===== src/rtl/sisc_pkg.sv =====
// Shared SISC definitions: fetch sequencer states, opcode map and fetch defaults.
// Imported by the fetch sequencer, its memory interface and the control unit.
package sisc_pkg;

  localparam int          DEF_AW       = 16;
  localparam logic [15:0] DEF_RST_PC   = 16'h0000;
  localparam int          DEF_MAX_WAIT = 15;

  // Opcode lives in ir[31:28]; OP_HALT is the only one fetch itself decodes.
  localparam logic [3:0] OP_ADD  = 4'h0;
  localparam logic [3:0] OP_SUB  = 4'h1;
  localparam logic [3:0] OP_AND  = 4'h2;
  localparam logic [3:0] OP_OR   = 4'h3;
  localparam logic [3:0] OP_LD   = 4'h4;
  localparam logic [3:0] OP_ST   = 4'h5;
  localparam logic [3:0] OP_BR   = 4'h8;
  localparam logic [3:0] OP_HALT = 4'hF;

  typedef enum logic [1:0] {
    ST_BOOT   = 2'd0,
    ST_FETCH  = 2'd1,
    ST_EXEC   = 2'd2,
    ST_HALTED = 2'd3
  } fetch_state_e;

  function automatic logic [3:0] opcode_of(input logic [31:0] word);
    return word[31:28];
  endfunction

endpackage


===== src/rtl/instr_fetch_if.sv =====
// Instruction-memory read port between the fetch sequencer (master) and memory (slave).
// Handshake: im_req stays high with im_addr stable until a cycle where im_ack=1;
// im_rdata is valid in that same cycle and the transfer completes on that clock edge.
interface instr_fetch_if #(
  parameter int AW = 16
) ();

  logic          im_req;
  logic [AW-1:0] im_addr;
  logic          im_ack;
  logic [31:0]   im_rdata;

  modport master (
    output im_req,
    output im_addr,
    input  im_ack,
    input  im_rdata
  );

  modport slave (
    input  im_req,
    input  im_addr,
    output im_ack,
    output im_rdata
  );

endinterface


===== src/rtl/instr_fetch.sv =====
// Instruction fetch sequencer: owns the PC, fetches one word at a time into ir,
// holds it while the control unit executes, applies branches, stops on HALT or ack timeout.
module instr_fetch
  import sisc_pkg::*;
#(
  parameter int            AW       = DEF_AW,
  parameter logic [AW-1:0] RST_PC   = AW'(DEF_RST_PC),
  parameter logic [3:0]    HALT_OP  = OP_HALT,
  parameter int            MAX_WAIT = DEF_MAX_WAIT
) (
  input  logic          clk,
  input  logic          rst_f,
  instr_fetch_if.master im,
  output logic [31:0]   ir,
  output logic          ir_valid,
  input  logic          next_instr,
  input  logic          br_taken,
  input  logic [AW-1:0] br_addr,
  output logic [AW-1:0] pc,
  output logic          halted,
  output logic          fetch_err,
  output fetch_state_e  dbg_state
);

  fetch_state_e  r_state;
  logic [AW-1:0] r_pc;
  logic [31:0]   r_ir;
  logic          r_ir_valid;
  logic          r_im_req;
  logic          r_halted;
  logic          r_fetch_err;
  logic [7:0]    r_wait_cnt;

  logic [AW-1:0] w_pc_inc;
  logic [7:0]    w_wait_next;
  logic          w_ack;
  logic          w_is_halt;
  logic          w_timeout;

  assign w_pc_inc    = r_pc + AW'(1);
  assign w_wait_next = r_wait_cnt + 8'd1;
  // An ack only counts while a request is actually outstanding.
  assign w_ack       = r_im_req && im.im_ack;
  assign w_is_halt   = (opcode_of(im.im_rdata) == HALT_OP);
  assign w_timeout   = (w_wait_next == 8'(MAX_WAIT));

  always_ff @(posedge clk or negedge rst_f) begin
    if (!rst_f) begin
      r_state     <= ST_BOOT;
      r_pc        <= RST_PC;
      r_ir        <= '0;
      r_ir_valid  <= 1'b0;
      r_im_req    <= 1'b0;
      r_halted    <= 1'b0;
      r_fetch_err <= 1'b0;
      r_wait_cnt  <= '0;
    end else begin
      case (r_state)
        ST_BOOT: begin
          r_state    <= ST_FETCH;
          r_im_req   <= 1'b1;
          r_wait_cnt <= '0;
        end

        ST_FETCH: begin
          if (w_ack) begin
            r_ir       <= im.im_rdata;
            r_ir_valid <= 1'b1;
            r_pc       <= w_pc_inc;
            r_im_req   <= 1'b0;
            r_wait_cnt <= '0;
            if (w_is_halt) begin
              r_state  <= ST_HALTED;
              r_halted <= 1'b1;
            end else begin
              r_state  <= ST_EXEC;
            end
          end else if (w_timeout) begin
            r_fetch_err <= 1'b1;
            r_halted    <= 1'b1;
            r_im_req    <= 1'b0;
            r_wait_cnt  <= w_wait_next;
            r_state     <= ST_HALTED;
          end else begin
            r_wait_cnt  <= w_wait_next;
          end
        end

        ST_EXEC: begin
          // pc already points past ir; a taken branch overrides that increment.
          if (next_instr) begin
            r_ir_valid <= 1'b0;
            r_im_req   <= 1'b1;
            r_wait_cnt <= '0;
            r_state    <= ST_FETCH;
            if (br_taken) begin
              r_pc <= br_addr;
            end
          end
        end

        ST_HALTED: begin
          r_state <= ST_HALTED;
        end

        default: begin
          r_state  <= ST_HALTED;
          r_im_req <= 1'b0;
        end
      endcase
    end
  end

  assign im.im_req  = r_im_req;
  assign im.im_addr = r_pc;
  assign ir         = r_ir;
  assign ir_valid   = r_ir_valid;
  assign pc         = r_pc;
  assign halted     = r_halted;
  assign fetch_err  = r_fetch_err;
  assign dbg_state  = r_state;

endmodule


===== src/flat_wrapper.sv =====
// flat-port wrapper written by rule: the top's interface ports become plain ports
module instr_fetch_flat import sisc_pkg::*;
#(
  parameter int            AW       = DEF_AW,
  parameter logic [AW-1:0] RST_PC   = AW'(DEF_RST_PC),
  parameter logic [3:0]    HALT_OP  = OP_HALT,
  parameter int            MAX_WAIT = DEF_MAX_WAIT
)
  (clk, rst_f, ir, ir_valid, next_instr, br_taken, br_addr, pc, halted, fetch_err, dbg_state, im_im_req, im_im_addr, im_im_ack, im_im_rdata);
  instr_fetch_if #(.AW(AW)) im_i ();
  input  logic clk;
  input  logic rst_f;
  output logic [31:0] ir;
  output logic ir_valid;
  input  logic next_instr;
  input  logic br_taken;
  input  logic [AW-1:0] br_addr;
  output logic [AW-1:0] pc;
  output logic halted;
  output logic fetch_err;
  output fetch_state_e dbg_state;
  output wire logic [$bits(im_i.im_req)-1:0] im_im_req;
  output wire logic [$bits(im_i.im_addr)-1:0] im_im_addr;
  input wire logic [$bits(im_i.im_ack)-1:0] im_im_ack;
  input wire logic [$bits(im_i.im_rdata)-1:0] im_im_rdata;
  assign im_im_req = im_i.im_req;
  assign im_im_addr = im_i.im_addr;
  assign im_i.im_ack = im_im_ack;
  assign im_i.im_rdata = im_im_rdata;
  instr_fetch #(.AW(AW), .RST_PC(RST_PC), .HALT_OP(HALT_OP), .MAX_WAIT(MAX_WAIT)) u_core (.clk(clk), .rst_f(rst_f), .im(im_i), .ir(ir), .ir_valid(ir_valid), .next_instr(next_instr), .br_taken(br_taken), .br_addr(br_addr), .pc(pc), .halted(halted), .fetch_err(fetch_err), .dbg_state(dbg_state));
endmodule

===== config.mk =====
export PLATFORM = sky130hd
export DESIGN_NAME = instr_fetch_flat
export DESIGN_NICKNAME = d
export VERILOG_FILES = /design/src/rtl/sisc_pkg.sv /design/src/rtl/instr_fetch_if.sv /design/src/rtl/instr_fetch.sv /design/src/flat_wrapper.sv
export SDC_FILE = /design/constraint.sdc
export NUM_CORES = 1
export LEC_CHECK = 0
export ABC_AREA = 1
export BUFFER_PORTS_ARGS = -buffer_cell sky130_fd_sc_hd__buf_2
export CAP_MARGIN = 20
export CORE_UTILIZATION = 49
export DETAILED_ROUTE_END_ITERATION = 8
export PLACE_DENSITY = 0.86
export REMOVE_ABC_BUFFERS = 1
export SYNTH_ARGS = -nofsm -noshare
export SYNTH_HDL_FRONTEND = slang
export SYNTH_SLANG_ARGS = --single-unit

===== constraint.sdc =====
create_clock -name clk -period 1.8 [get_ports clk]
set_clock_uncertainty 0.05 [all_clocks]
set_input_delay 0.36 -clock clk [delete_from_list [all_inputs] [get_ports clk]]
set_output_delay 0.36 -clock clk [all_outputs]
set_load 0.05 [all_outputs]

==> results of run 1 <==
==> registers in the layout, summed over array words and instances, names as in the netlist <==
| signal | cells |
|---|---|
| u_core.dbg_state | 2 |
| u_core.ir_valid | 1 |
| u_core.ir | 32 |
| u_core.r_wait_cnt | 8 |
| u_core.im.im_addr | 16 |
| u_core.halted | 1 |
| u_core.fetch_err | 1 |
| u_core.im.im_req | 1 |
==> through the flow <==
| step | utilization (%) | TNS, ns | setup WS [ns] | instances | area, um2 |
|---|---|---|---|---|---|
| final | 65.9 | 0 | 0.193 | 591 | 4000 |
| after floorplan | - | -13.07 | -0.406 | 371 | 2950 |
| after detailed placement | 61.5 | 0 | 0.158 | 574 | 3730 |
| after CTS | 65.6 | 0 | 0.140 | 590 | 3970 |
| after global placement | 61.5 | 0 | 0.232 | 574 | 3730 |
| after global routing | 65.9 | 0 | 0.00602 | 591 | 4000 |
==> repair_timing <==
action | CTS | global route
endpoints found under the setup margin | 0 | 8
resized for setup | 0 | 5
buffers inserted | 0 | 1
hold buffers | 1 | 0
hold endpoints to repair | 62 | 0
==> layout by cell type (no fill, tap or decap), types with 6 or more instances in the layout <==
cell type and n:
nand2_1 151, buf_2 122, dfrtp_1 61, inv_1 32, nor2_1 22, o21ai_0 21
nand3_1 19, a21oi_1 17, clkbuf_8 10, o21ai_1 6
==> cells by family (layout without fill, tap and decap cells) <==
logic type / count (synthesis) / count (layout)
simple gates: 209 / 209
xor+xnor: 2 / 2
flops: 62 / 62
compound gates: 60 / 60
fa+ha+maj: 3 / 3
buf+inv: 63 / 180
==> final timing paths <==
path                                                   from                               end  slack [ns]  cells after the start
max reg2reg                u_core.r_wait_cnt[0]$_DFFE_PN0P_      u_core.im.im_req$_DFFE_PN0P_        0.19                     11
min in group asynchronous                             rst_f         u_core.ir[23]$_DFFE_PN0P_        0.52                      3
max in group asynchronous                             rst_f  u_core.im.im_addr[0]$_DFFE_PN0P_        0.89                      3
max                        u_core.r_wait_cnt[0]$_DFFE_PN0P_      u_core.im.im_req$_DFFE_PN0P_        0.19                     11
min                                         im_im_rdata[23]         u_core.ir[23]$_DFFE_PN0P_        0.17                      3
min reg2reg                    u_core.fetch_err$_DFFE_PN0P_      u_core.fetch_err$_DFFE_PN0P_        0.42                      2
==> layout make-up <==
type                       count  area, um2
clock buffer                  11        141
clock inverter                 4       95.1
fill                         495       2070
inverter                      35        134
multi-input combinational    274       1280
sequential                    62       1550
tap                           75       93.8
timing repair buffer         130        698
==> layer usage <==
metal,part of all wire (%),vias up,track usage (%)
met4,2.0,0,13.2
li1,-,1473,-
met5,0,-,0
met1,43,1371,28.2
met3,8.3,15,7.58
met2,47,129,38.2
==> Yosys cell counts, drive strengths merged <==
cell / instances
nor4: 1
inv: 35
a32o: 1
xor2: 2
a31oi: 3
or2: 1
buf: 27
clkbuf: 1
nor3: 3
nand3: 19
nand3b: 1
nor2: 29
nand2: 154
nand4: 1
o21bai: 1
ha: 3
a21boi: 1
o22ai: 5
o21ai: 29
a21oi: 20
dfrtp: 62
==> worst min-delay path, stage by stage <==
cell and delay, ns:
buf_2 0.07, nand2_1 0.04, nand2_1 0.04
==> power groups by stage <==
stage	Clock (mW)	Sequential, mW	Combinational [mW]
6_report	1.47	1.39	0.0957
5_1_grt	1.56	1.39	0.107
4_1_cts	1.49	1.39	0.0979
3_5_place_dp	0	1.42	0.0959
3_3_place_gp	0	1.42	0.0946
2_1_floorplan	0	1.42	0.00360
==> flow_metrics.py, run 1 <==
metrics = {
    "die": {
        "ios": 123,
        "die_w_um": 82.3,
        "coreArea_um2": 6060,
        "dieArea_um2": 6770,
        "num_rows": 28,
        "start_util_pct": 52.1,
        "chipHeight_um": 82.3,
    },
    "sta": {
        "worst_pin_slew_ns": 0.386,
        "hold_violations": 0,
        "fmax_mhz": 622,
        "post-route-min-period_ns": 1.61,
        "slew_headroom_pct": 74.0,
        "setup_viol": 0,
        "whs_ns": 0.169,
        "rsz0062_at_grt": "no",
        "drv_slew": 0,
        "period_share_pct": 89.3,
    },
    "routing": {
        "dr.pass1.iters": 4,
        "routed_wl_um": 7460,
        "first_iter_violations": 155,
        "wl_per_cell_um": 12.6,
        "postRouteAntennaNets": 0,
        "avgViaCountPerCell": 5.06,
        "drc": 0,
        "num_vias": 2988,
    },
    "setup_path": {
        "critPathCaptureType": "flip-flop",
        "worstPathBufferInverterCount": 1,
        "crit_type": "reg -> reg",
        "worstPathArrival_ns": 1.77,
        "crit_path_max_incr_delay_ns": 0.43,
        "crit_slowest_cell": "dfrtp_1",
        "critPathTopFamily": "simple AND/OR/NAND/NOR gates",
        "start_kind": "flip-flop",
        "required_ns": 1.97,
        "path_max_fanout": 5,
        "cp_cell_sequence": "ha_2 > nand2_1 > inv_1 > nor2_2 > nand3_1 > nor2_1 > nand3_1 > nand2_1 > nand2_1 > nand2_1 > nand2_1",
        "crit_top_cell": "nand2_1",
    },
    "final_layout": {
        "drive_gt1_share_pct": 32.0,
        "area_growth_pct": 26.6,
        "diodes": 0,
        "finalNetCount": 568,
    },
    "global_route": {
        "grt_start_max_net_pins": 63,
        "grt_pass1_wl_um": 12000,
        "gr-usage-all-layers_pct": 23.8,
        "overflow": 0,
        "antenna_found_initial": 0,
        "first_global_vias": 2791,
    },
    "pwr": {
        "clkPwrFrac_pct": 49.7,
        "total_power_mw": 2.96,
        "power_density_nw_per_um2": 741,
        "ir_drop_mv": 0.581,
        "leakagePower_nw": 2.33,
        "switching_share_pct": 19.3,
        "p_int_mw": 2.39,
        "p_sw_mw": 0.573,
        "power_frac_seq_pct": 47.1,
        "p_comb_share_pct": 3.2,
    },
    "clocking": {
        "clock_path_buffers": 2,
        "cts-root-buf": "clkbuf_8",
        "cts.sinks": 62,
        "cts_buffers": 9,
        "clk_pin_slew_worst_paths_ns": 0.07,
        "clk_latency_ns": 0.33,
        "htree_levels": 3,
        "cts_tree": "built",
    },
    "synthesis": {
        "ys_seq_elements": 62,
        "synth_top_area_share_pct": 49.1,
        "synthCells": 399,
        "synthAdderAreaFrac_pct": 1.19,
        "synth_compound_area_share_pct": 10.9,
        "yosys.area_share.simple_pct": 27.5,
        "syn_area_per_cell_um2": 7.91,
        "synth_top_family_by_area": "simple AND/OR/NAND/NOR gates",
        "ys_types": 35,
        "yosysTopAreaCell": "dfrtp_1",
        "synth_area_um2": 3160,
        "yosys_warnings": 0,
        "synthTopCellsByArea": "dfrtp_1 (49%), nand2_1 (18%), buf_4 (4.0%), inv_1 (3.8%), o21ai_0 (3.3%)",
        "yosysSeqAreaShare_pct": 49.1,
        "synthMuxAreaShare_pct": 0,
        "synth_xor_xnor_area_share_pct": 0.555,
    },
    "run": {
        "maxCapViolations": 0,
    },
    "placed_design": {
        "portBuffers": 122,
        "dp_hpwl_um": 5340,
        "place.gp.congestion": 0.833,
    },
    "run_status": {
        "status": "finished clean",
    },
    "hold_path": {
        "hp-class": "in -> reg",
    },
}
No activity file was read; power rests on OpenSTA's default activity.
==> run 2, diff against run 1 <==
--- a/config.mk
+++ b/config.mk
@@ -8,6 +8,7 @@
 export ABC_AREA = 1
 export BUFFER_PORTS_ARGS = -buffer_cell sky130_fd_sc_hd__buf_2
 export CAP_MARGIN = 20
+export CORE_MARGIN = 2
 export CORE_UTILIZATION = 49
 export DETAILED_ROUTE_END_ITERATION = 8
 export PLACE_DENSITY = 0.86
==> run 2 against run 1 <==
Sequential power hardly changed; setup slack lost 0.019 ns; sequential share of layout area grew 0.34 points; power is 8.3% lower; global-route usage fell by 2.0 points; critical endpoint is now u_core.im.im_addr[9]$_DFFE_PN0P_; critical path depth down 2; critical path type unchanged; utilization fell by 2.8 points; final cell count grew 0.51%; hold slack gained 0.0078 ns; clock power shrank 16%; routed wire length rose by 2.8%.
==> flow_metrics.py, run 2 (synthesis gave the netlist of run 1 again) <==
metrics = {
    "setup_path": {
        "start_kind": "flip-flop",
        "critPathCaptureType": "flip-flop",
        "cp_cell_sequence": "inv_2 > nor2_4 > nand2_2 > nand2_8 > inv_4 > a21oi_2 > nand2_1 > o21ai_1 > inv_1",
        "crit_slowest_cell": "dfrtp_1",
        "crit_path_max_incr_delay_ns": 0.48,
        "path_max_fanout": 16,
        "worstPathArrival_ns": 1.79,
        "required_ns": 1.97,
        "crit_type": "reg -> reg",
        "worstPathBufferInverterCount": 3,
        "critPathTopFamily": "simple AND/OR/NAND/NOR gates",
    },
    "die": {
        "dieArea_um2": 7100,
        "start_util_pct": 50.3,
        "num_rows": 29,
        "ios": 123,
        "die_w_um": 84.3,
        "chipHeight_um": 84.3,
        "coreArea_um2": 6280,
    },
    "sta": {
        "slew_headroom_pct": 73.4,
        "drv_slew": 0,
        "setup_viol": 0,
        "period_share_pct": 90.3,
        "post-route-min-period_ns": 1.63,
        "rsz0062_at_grt": "no",
        "hold_violations": 0,
        "final.setup.tns_ns": 0,
        "worst_pin_slew_ns": 0.396,
        "fmax_mhz": 615,
    },
    "final_layout": {
        "area_growth_pct": 25.6,
        "final_common_cell": "nand2_1",
        "largest_reg_flops": 32,
        "drive_gt1_share_pct": 32.1,
        "fin_cells": 594,
        "finalNetCount": 568,
        "multi_input_area_um2": 1280,
        "layout_common_cells": "nand2_1 (151), buf_2 (122), dfrtp_1 (60)",
        "nFillCells": 545,
        "diodes": 0,
        "regArea_um2": 1550,
    },
    "global_route": {
        "antenna_found_initial": 0,
        "overflow": 0,
        "gr-usage-all-layers_pct": 21.8,
        "grt_pass1_wl_um": 12600,
        "grt_start_max_net_pins": 63,
        "first_global_vias": 2843,
    },
    "clocking": {
        "clk_pin_slew_worst_paths_ns": 0.07,
        "clk_latency_ns": 0.32,
        "postCtsSetupBuffers": 0,
        "cts_tree": "built",
        "cts.sinks": 62,
        "cts_buffers": 9,
        "clock_path_buffers": 2,
        "htree_levels": 3,
        "cts-root-buf": "clkbuf_8",
    },
    "placed_design": {
        "dp.cells": 577,
        "portBuffers": 122,
        "place.gp.congestion": 0.838,
        "dp_hpwl_um": 5430,
    },
    "routing": {
        "drc": 0,
        "wl_per_cell_um": 12.9,
        "first_iter_violations": 258,
        "wl_met3_um": 656,
        "avgViaCountPerCell": 5.06,
        "wl_met1_um": 3320,
        "dr.pass1.iters": 4,
        "routed_wl_um": 7670,
        "dr_wl_met2_um": 3620,
        "num_vias": 3007,
        "highest_layer": "met4",
        "postRouteAntennaNets": 0,
    },
    "pwr": {
        "ir_drop_mv": 0.454,
        "clkPwrFrac_pct": 45.2,
        "power_frac_seq_pct": 51.3,
        "p_comb_share_pct": 3.5,
        "power_density_nw_per_um2": 685,
        "p_int_mw": 2.12,
        "leakagePower_nw": 2.31,
        "p_sw_mw": 0.598,
        "switching_share_pct": 22.0,
    },
    "run_status": {
        "status": "finished clean",
    },
    "hold_path": {
        "hp-class": "in -> reg",
    },
    "run": {
        "maxCapViolations": 0,
    },
}
run 2: changes by cell type in the layout (fill, tap and decap cells not counted), sizes merged:
cell / delta
clkinv: +1
bufinv: -2
clkinvlp: +2
run 2: worst paths after layout:
kind / start / end / slack (ns) / depth (start not counted)
setup / recovery: u_core.dbg_state[0]$_DFFE_PN0P_ / u_core.im.im_addr[9]$_DFFE_PN0P_ / 0.17 / 9
hold / removal: im_im_rdata[17] / u_core.ir[17]$_DFFE_PN0P_ / 0.18 / 3
setup reg to reg: u_core.dbg_state[0]$_DFFE_PN0P_ / u_core.im.im_addr[9]$_DFFE_PN0P_ / 0.17 / 9
hold reg to reg: u_core.fetch_err$_DFFE_PN0P_ / u_core.fetch_err$_DFFE_PN0P_ / 0.42 / 2
max in group asynchronous: rst_f / u_core.im.im_addr[0]$_DFFE_PN0P_ / 0.89 / 3
min in group asynchronous: rst_f / u_core.ir[16]$_DFFE_PN0P_ / 0.53 / 3
run 2: layout make-up:
type,count,share of cell area (%)
Tap cell,77,2.43
Clock buffer,11,3.57
Sequential cell,62,39.2
Clock inverter,5,1.48
Multi-Input combinational cell,274,32.3
Inverter,35,3.38
Timing Repair Buffer,130,17.6
run 2: worst min-delay path, delay by kind of cell:
family	cells	cell delay (ns)
buffers and inverters	1	0.07
and+or+nand+nor	2	0.08
run 2: timing repair:
item	CTS	global route
hold endpoints to repair	20	0
hold buffers	1	0
gates resized for setup	0	5
setup endpoints to repair	0	6
run 2: per-stage QoR:
step / total power [mW] / hold slack [ns] / worst slack, ns / area, um2 / util [%]
after floorplan: 1.42 / 0.0144 / -0.406 / 2950 / -
after global placement: 1.51 / 0.346 / 0.201 / 3740 / 59.5
after detailed placement: 1.51 / 0.352 / 0.134 / 3740 / 59.5
after CTS: 2.74 / 0.163 / 0.122 / 3950 / 62.9
after global routing: 2.80 / 0.170 / 0.00176 / 3960 / 63.1
final: 2.71 / 0.176 / 0.174 / 3960 / 63.1
run 2: power groups by stage:
stage / clock [mW] / sequential, mW / combinational (mW)
finish: 1.23 / 1.39 / 0.0954
floorplan: 0 / 1.42 / 0.00360
global placement: 0 / 1.42 / 0.0944
CTS: 1.25 / 1.39 / 0.0969
detailed placement: 0 / 1.42 / 0.0952
global route: 1.30 / 1.39 / 0.107
run 2: metal layers:
metal | vias up | GRT usage, %
met2 | 134 | 34.9
met3 | 9 | 5.60
met5 | - | 0
met4 | 0 | 8.80
met1 | 1395 | 28.5
li1 | 1469 | -
